<file path="config.mk">
export PLATFORM = sky130hd
export DESIGN_NAME = id_ex_stage
export DESIGN_NICKNAME = d
export VERILOG_FILES = /design/src/rtl/id_ex_pkg.sv /design/src/rtl/id_ex_stage_load_use_detect.sv /design/src/rtl/id_ex_stage.sv
export SDC_FILE = /design/constraint.sdc
export NUM_CORES = 1
export LEC_CHECK = 0
export CAP_MARGIN = 20
export CORE_ASPECT_RATIO = 1.2
export CORE_MARGIN = 1
export CORE_UTILIZATION = 43
export CTS_CLUSTER_DIAMETER = 100
export DETAILED_ROUTE_END_ITERATION = 16
export GPL_TIMING_DRIVEN = 1
export PLACE_DENSITY = 0.78
export SETUP_SLACK_MARGIN = 0.1
export SLEW_MARGIN = 20
export SYNTH_ARGS = -nofsm -noshare
export SYNTH_HDL_FRONTEND = slang
export SYNTH_SLANG_ARGS = --single-unit
</file>
<file path="constraint.sdc">
create_clock -name clk -period 6.3 [get_ports clk]
set_clock_uncertainty 0.1 [all_clocks]
set_input_delay 1.26 -clock clk [delete_from_list [all_inputs] [get_ports clk]]
set_output_delay 1.26 -clock clk [all_outputs]
set_load 0.01 [all_outputs]
</file>
<file path="src/rtl/id_ex_pkg.sv">
// Shared constants for the ID/EX pipeline register: control-word layout and NOP encodings.
package id_ex_pkg;

  localparam int CTRL_W    = 6;
  localparam int REGADDR_W = 5;

  // Bit positions within {regwrite, memread, memwrite, memtoreg, alusrc, branch}
  localparam int CTRL_REGWRITE = 5;
  localparam int CTRL_MEMREAD  = 4;
  localparam int CTRL_MEMWRITE = 3;
  localparam int CTRL_MEMTOREG = 2;
  localparam int CTRL_ALUSRC   = 1;
  localparam int CTRL_BRANCH   = 0;

  localparam logic [3:0]        ALUOP_NOP = 4'b0000;
  localparam logic [3:0]        FUNCT_NOP = 4'b0000;
  localparam logic [CTRL_W-1:0] CTRL_NOP  = '0;

endpackage

</file>
<file path="src/rtl/id_ex_stage_load_use_detect.sv">
// Combinational load-use hazard check between the load currently in EX and the instruction in ID.
module load_use_detect
  import id_ex_pkg::*;
(
  input  logic                 ex_valid,
  input  logic                 ex_memread,
  input  logic [REGADDR_W-1:0] ex_rd,
  input  logic                 id_valid,
  input  logic [REGADDR_W-1:0] id_rs1,
  input  logic [REGADDR_W-1:0] id_rs2,
  input  logic                 id_use_rs1,
  input  logic                 id_use_rs2,
  output logic                 ld_stall_o
);

  logic rs1_hit;
  logic rs2_hit;

  assign rs1_hit = id_use_rs1 && (id_rs1 == ex_rd);
  assign rs2_hit = id_use_rs2 && (id_rs2 == ex_rd);

  // x0 destinations never produce a value worth waiting for
  assign ld_stall_o = ex_valid && ex_memread && (ex_rd != '0) && (rs1_hit || rs2_hit) && id_valid;

endmodule

</file>
<file path="src/rtl/id_ex_stage.sv">
// ID/EX pipeline register with load-use bubble insertion, flush and stall handling.
// Optional saturating bubble counter enabled by defining ID_EX_PERF_EN.
module id_ex_stage
  import id_ex_pkg::*;
#(
  parameter int XLEN = 32
) (
  input  logic                 clk,
  input  logic                 reset,
  input  logic                 id_valid_i,
  input  logic [XLEN-1:0]      id_pc_i,
  input  logic [XLEN-1:0]      id_rs1_data_i,
  input  logic [XLEN-1:0]      id_rs2_data_i,
  input  logic [XLEN-1:0]      id_imm_i,
  input  logic [REGADDR_W-1:0] id_rs1_i,
  input  logic [REGADDR_W-1:0] id_rs2_i,
  input  logic [REGADDR_W-1:0] id_rd_i,
  input  logic                 id_use_rs1_i,
  input  logic                 id_use_rs2_i,
  input  logic [3:0]           id_ALUOp_i,
  input  logic [3:0]           id_funct_i,
  input  logic [CTRL_W-1:0]    id_ctrl_i,
  input  logic                 stall_i,
  input  logic                 flush_i,
  output logic                 ld_stall_o,
  output logic                 ex_valid_o,
  output logic [XLEN-1:0]      ex_pc_o,
  output logic [XLEN-1:0]      ex_rs1_data_o,
  output logic [XLEN-1:0]      ex_rs2_data_o,
  output logic [XLEN-1:0]      ex_imm_o,
  output logic [REGADDR_W-1:0] ex_rs1_o,
  output logic [REGADDR_W-1:0] ex_rs2_o,
  output logic [REGADDR_W-1:0] ex_rd_o,
  output logic [3:0]           ex_ALUOp_o,
  output logic [3:0]           ex_funct_o,
  output logic [CTRL_W-1:0]    ex_ctrl_o
`ifdef ID_EX_PERF_EN
  ,
  output logic [31:0]          bubble_cnt_o
`endif
);

  logic                 vld_p1;
  logic [XLEN-1:0]      pc_p1;
  logic [XLEN-1:0]      rs1_data_p1;
  logic [XLEN-1:0]      rs2_data_p1;
  logic [XLEN-1:0]      imm_p1;
  logic [REGADDR_W-1:0] rs1_p1;
  logic [REGADDR_W-1:0] rs2_p1;
  logic [REGADDR_W-1:0] rd_p1;
  logic [3:0]           aluop_p1;
  logic [3:0]           funct_p1;
  logic [CTRL_W-1:0]    ctrl_p1;

  logic ld_stall;
  logic load_nop;

  load_use_detect u_load_use_detect (
    .ex_valid   (vld_p1),
    .ex_memread (ctrl_p1[CTRL_MEMREAD]),
    .ex_rd      (rd_p1),
    .id_valid   (id_valid_i),
    .id_rs1     (id_rs1_i),
    .id_rs2     (id_rs2_i),
    .id_use_rs1 (id_use_rs1_i),
    .id_use_rs2 (id_use_rs2_i),
    .ld_stall_o (ld_stall)
  );

  // A bubble is inserted by a flush, or by a hazard when the stage is not held
  assign load_nop = flush_i || (!stall_i && ld_stall);

  // ---- ID -> EX boundary ----
  always_ff @(posedge clk or posedge reset) begin
    if (reset) begin
      vld_p1      <= 1'b0;
      pc_p1       <= '0;
      rs1_data_p1 <= '0;
      rs2_data_p1 <= '0;
      imm_p1      <= '0;
      rs1_p1      <= '0;
      rs2_p1      <= '0;
      rd_p1       <= '0;
      aluop_p1    <= ALUOP_NOP;
      funct_p1    <= FUNCT_NOP;
      ctrl_p1     <= CTRL_NOP;
    end else if (load_nop) begin
      vld_p1      <= 1'b0;
      pc_p1       <= '0;
      rs1_data_p1 <= '0;
      rs2_data_p1 <= '0;
      imm_p1      <= '0;
      rs1_p1      <= '0;
      rs2_p1      <= '0;
      rd_p1       <= '0;
      aluop_p1    <= ALUOP_NOP;
      funct_p1    <= FUNCT_NOP;
      ctrl_p1     <= CTRL_NOP;
    end else if (!stall_i) begin
      vld_p1      <= id_valid_i;
      pc_p1       <= id_pc_i;
      rs1_data_p1 <= id_rs1_data_i;
      rs2_data_p1 <= id_rs2_data_i;
      imm_p1      <= id_imm_i;
      rs1_p1      <= id_rs1_i;
      rs2_p1      <= id_rs2_i;
      // An empty decode slot travels with NOP control so it can never write state
      rd_p1       <= id_valid_i ? id_rd_i    : '0;
      aluop_p1    <= id_valid_i ? id_ALUOp_i : ALUOP_NOP;
      funct_p1    <= id_valid_i ? id_funct_i : FUNCT_NOP;
      ctrl_p1     <= id_valid_i ? id_ctrl_i  : CTRL_NOP;
    end
  end

  assign ld_stall_o    = ld_stall;
  assign ex_valid_o    = vld_p1;
  assign ex_pc_o       = pc_p1;
  assign ex_rs1_data_o = rs1_data_p1;
  assign ex_rs2_data_o = rs2_data_p1;
  assign ex_imm_o      = imm_p1;
  assign ex_rs1_o      = rs1_p1;
  assign ex_rs2_o      = rs2_p1;
  assign ex_rd_o       = rd_p1;
  assign ex_ALUOp_o    = aluop_p1;
  assign ex_funct_o    = funct_p1;
  assign ex_ctrl_o     = ctrl_p1;

`ifdef ID_EX_PERF_EN
  logic [31:0] bubble_cnt_p1;

  function automatic logic [31:0] sat_inc(input logic [31:0] v);
    return (v == 32'hFFFF_FFFF) ? v : v + 32'd1;
  endfunction

  always_ff @(posedge clk or posedge reset) begin
    if (reset) begin
      bubble_cnt_p1 <= '0;
    end else if (load_nop) begin
      bubble_cnt_p1 <= sat_inc(bubble_cnt_p1);
    end
  end

  assign bubble_cnt_o = bubble_cnt_p1;
`endif

endmodule

</file>
# Word level (Yosys, flattened, before mapping)
# Index checks and enable logic that the tools add are counted.
[totals]
in_bits = 164
word_cells = 51
output_inout_bits = 159
reg_bits = 158
[classes]
n_reduce_logical = 11
eq_ne = 3
n_mux = 26
[ops]
columns = ["op", "count"]
rows = [
  ["32-bit 2-to-1 mux", 8],
  ["5-bit 2-to-1 mux", 7],
  ["4-bit 2-to-1 mux", 6],
  ["6-bit 2-to-1 mux", 3],
  ["5-bit equality test", 2],
  ["1-bit logical AND", 7],
  ["5-bit nonzero test", 1],
  ["1-bit logical OR", 2],
  ["1-bit 2-to-1 mux", 2],
  ["2-bit by 1-bit != test with 1-bit output, second input constant", 1],
  ["1-bit logical NOT", 1],
]

# Logic depth before layout (Yosys ltp)
[logic_depth]
word_depth = 8
mapped_depth = 7
mapped_depth_nobuf = 4

# Modules after synthesis
# Synthesis repeated with hierarchy kept, for this count alone.
[hier_totals]
hier_cells = 722
hier_area_um2 = 7300.8
[by_module_without_submodules]
columns = ["mod", "n_inst", "area_per_inst_um2", "seq_area_each_um2", "cells_each"]
rows = [
  ["id_ex_stage", 1, 7169.4, 3953.8, 705],
  ["load_use_detect", 1, 131.4, 0.0, 17],
]

# Least setup slack after synthesis
# Ideal clock, no wire load.
[synth_timing]
kind = "input to output"
start = "in id_rs1_i[1]"
end = "out ld_stall_o"
required_ns = 4.940
arrival_ns = 2.377
slack_ns = 2.563
path_buffers = 2
stages = 6
path_cell_list = "xnor2_1 -> nand4_1 -> o22ai_1 -> buf_2 -> buf_2 -> nor2b_1"
[synth_between]
elab_chain_len = 5
[synth_rtl]
columns = ["element", "line_no", "text"]
rows = [
  ["from (decl)", "id_ex_stage.sv:15", "input logic [REGADDR_W-1:0] id_rs1_i,"],
  ["5-bit equality test", "id_ex_stage_load_use_detect.sv:19", "assign rs1_hit = id_use_rs1 && (id_rs1 == ex_rd);"],
  ["1-bit logical AND", "id_ex_stage_load_use_detect.sv:19", ""],
  ["1-bit logical OR", "id_ex_stage_load_use_detect.sv:23", "assign ld_stall_o = ex_valid && ex_memread && (ex_rd != '0) && (rs1_hit || rs2_hit) && id_valid;"],
  ["1-bit logical AND (2 in series)", "id_ex_stage_load_use_detect.sv:23", ""],
  ["to (decl)", "id_ex_stage.sv:25", "output logic ld_stall_o,"],
]
# No other way between the ends.

# Worst setup path after layout
[layout_timing]
start = "in id_rs1_i[2]"
end = "out ld_stall_o"
# The elaborated chain is that of the path after synthesis.

==> run_results.csv <==
group,metric,value,unit
sta,max_slew_margin,0.2715,
grt,grt_max_degree,258,
sta,rsz0062_at_grt,"no",
synthesis,synth_edf_count,0,
clock_tree,root_buffer,"clkbuf_16",
critical_path,worst-path-buf-inv,2,
detailed_routing,routed_wl,24900,um
synthesis,synth_area_per_cell,9.137,um2
synthesis,synthArstFlopShare,1.000,
power,ir_drop,0.1607,mV
sta,worstMarginPinSlew,1093,ps
critical_path,path_class,"primary input to output port",
detailed_routing,drt_first_pass_iters,5,
sta,whs,395.0,ps
critical_path,worstPathArrival,3460,ps
synthesis,seq_area_frac_synth,0.5133,
place,hpwl,15490,um
place,place_ws,1488,ps
clock_tree,ctsHtreeMaxLevel,4,
clock_tree,cts_tree,"done",
synthesis,yosysUniqueCellTypes,22,
sta,setup_viol,0,
grt,antenna_found_initial,0,
die,chipHeight,148.6,um
critical_path,path_max_fanout,11,
synthesis,postSynthCellCount,843,
synthesis,ys.flop_type,"dfrtp_1",
detailed_routing,first_iter_violations,603,
status,status,"finished clean",
synthesis,mappedNetlistArea,7702,um2
sta,maxSlewViolCount,0,
critical_path,cp_common_cell,"clkdlybuf4s50_1",
synthesis,yosys_register_bits,158,
detailed_routing,routedWlPerCell,18.75,um
grt,grt_pass1_vias,7192,
place,dpl_cell_area,10910,um2
synthesis,synth_area_leaders,"dfrtp_1 (51%), nand2_1 (12%), o221ai_1 (10%)",
layout,nets,1260,
sta,finalHoldViolCount,0,
job,drv_cap,0,
detailed_routing,vias_per_cell,5.898,
grt,grt_overflow,0,
place,port_buffers,322,
clock_tree,clock_path_buffers,2,
detailed_routing,antenna_left,0,
sta,fin_tns_setup,0,ps
sta,fin_crit_sh,0.7655,
critical_path,cpLargestDelayFamily,"buffers and inverters",
synthesis,synth_top_cells_by_count,"nand2_1 (240), dfrtp_1 (158), o221ai_1 (90)",
synthesis,synthMuxAreaShare,0,
grt,track_usage,0.2677,
detailed_routing,dr_total_vias,7833,
layout,diodes,0,
synthesis,synthAdderAreaFrac,0,
synthesis,synth_top_area_share,0.5133,
die,core_area,17510,um2
critical_path,critPathCaptureType,"output port",
synthesis,post-synth-top-count-cell,"nand2_1",
synthesis,yosysTopAreaCell,"dfrtp_1",
clock_tree,cts-buffers-inserted,17,
power,cellPowerDensity,252.1,nW/um2
synthesis,synth_top_family_by_area,"compound AO/OA/AOI/OAI gates",
critical_path,slowest_stage,"clkdlybuf4s50_1",
layout,fin_area,11560,um2
sta,finalCriticalPeriod,4823,ps
sta,fmax,207.3,MHz
place,place_congestion,0.8668,
clock_tree,cts_hold_buf,0,
critical_path,max_stage_delay,590,ps
die,top_level_ports,323,
critical_path,cp_cell_sequence,"clkdlybuf4s50_1 > xnor2_1 > nand4_1 > o22ai_4 > nor2b_1 > clkdlybuf4s50_1",
clock_tree,clk-insertion-delay-late,420,ps
synthesis,synth_compound_area_frac,0.2362,
power,p_leak,4.455,nW
die,fp-row-count,53,
synthesis,yosysWarnings,0,
sta,final.setup.worst_slack,1477,ps
die,die-area,18450,um2
detailed_routing,drc,0,
critical_path,required,4940,ps
clock_tree,cts_setup_buffers,0,
clock_tree,clock-sinks,158,
synthesis,synthXorXnorAreaFrac,0.01137,
clock_tree,clk_pin_slew,70,ps
layout,drive_gt1_frac,0.04332,
die,die-width,124.2,um
synthesis,synth_nets,1007,
min_path,hold_class,"register to register",
critical_path,start_kind,"primary input",
synthesis,synth_simple_gate_area_frac,0.1842,
clock_tree,cts.repair.resized,0,
layout,syn2layout_area_growth,50.13,%
grt,grt_pass1_wl,38410,um
die,start_util,0.4400,
power breakdown:
part	switching (mW)	internal, mW	total [mW]
registers	0.0587	1.11	1.17
clock network	0.427	0.717	1.14
logic	0.277	0.327	0.604
total	0.762	2.15	2.92
area by class of cell:
type | count | area [um2]
Fill cell | 1430 | 5943
Sequential cell | 158 | 3954
Multi-Input combinational cell | 585 | 3366
Timing Repair Buffer | 333 | 3308
Clock buffer | 19 | 442.9
Tap cell | 220 | 275.3
Clock inverter | 12 | 209.0
Inverter | 1 | 8.758
per-layer routing:
layer,global-route usage,routed length (um),share of wire
met1,0.3395,9720,0.39
met3,0.07669,2097,0.084
met4,0.1339,1091,0.044
met2,0.4138,11990,0.48
met5,0,0,0
layout by cell type (no fill, tap or decap), drive strengths merged, types with 2 or more instances in the layout:
cell type,netlist,layout
a22oi,11,11
a32oi,67,67
buf,29,13
bufinv,0,5
clkbuf,70,19
clkdlybuf4s50,0,320
clkinv,0,2
clkinvlp,0,2
dfrtp,158,158
inv,1,4
nand2,240,240
nand3,80,80
nand4,2,2
nor2b,2,2
nor3b,10,10
o21ai,68,68
o221ai,90,90
xnor2,10,10
registers in the layout, summed over array words and instances (netlist names):
| register | cells |
|---|---|
| ex_rs2_o | 5 |
| ex_rs1_o | 5 |
| ex_imm_o | 32 |
| ex_pc_o | 32 |
| ex_rs2_data_o | 32 |
| ex_rd_o | 5 |
| ex_rs1_data_o | 32 |
| ex_valid_o | 1 |
| ex_ctrl_o | 6 |
| ex_ALUOp_o | 4 |
| ex_funct_o | 4 |
kinds of logic (layout without fill, tap and decap cells):
family / after synthesis / in the layout
AOI/OAI and AO/OA: 238 / 238
xor gates and xnor gates: 10 / 10
buffers and inverters: 100 / 365
DFF: 158 / 158
and+or+nand+nor: 337 / 337
path summary, 6_finish.rpt:
path | from | end | slack [ps] | depth (start not counted)
setup / recovery | id_rs1_i[2] | ld_stall_o | 1480 | 6
hold / removal | ex_rs1_data_o[31] | ex_rs1_data_o[31] | 390 | 2
setup reg to reg | ex_rd_o[3] | ex_rs1_data_o[27] | 2830 | 6
hold reg to reg | ex_rs1_data_o[31] | ex_rs1_data_o[31] | 390 | 2
max in group asynchronous | reset | ex_rs2_data_o[31] | 3830 | 3
min in group asynchronous | reset | ex_rs2_data_o[5] | 1180 | 2
worst register-to-register path, delay by kind of cell, from the launching register on:
family | cells | cell delay [ps]
AND/OR/NAND/NOR | 2 | 910
buffers and inverters | 2 | 1520
flip-flops | 1 | 470
AO/OA/AOI/OAI | 2 | 380
metrics by stage:
stage | power [mW] | utilization | std cells
floorplan | 1.420 | - | 843
global placement | 1.779 | 0.6233 | 1297
detailed placement | 1.790 | 0.6233 | 1297
CTS | 2.936 | 0.6605 | 1328
global route | 3.038 | 0.6605 | 1328
finish | 2.916 | 0.6605 | 1328
(Power assumes the default switching activity.)
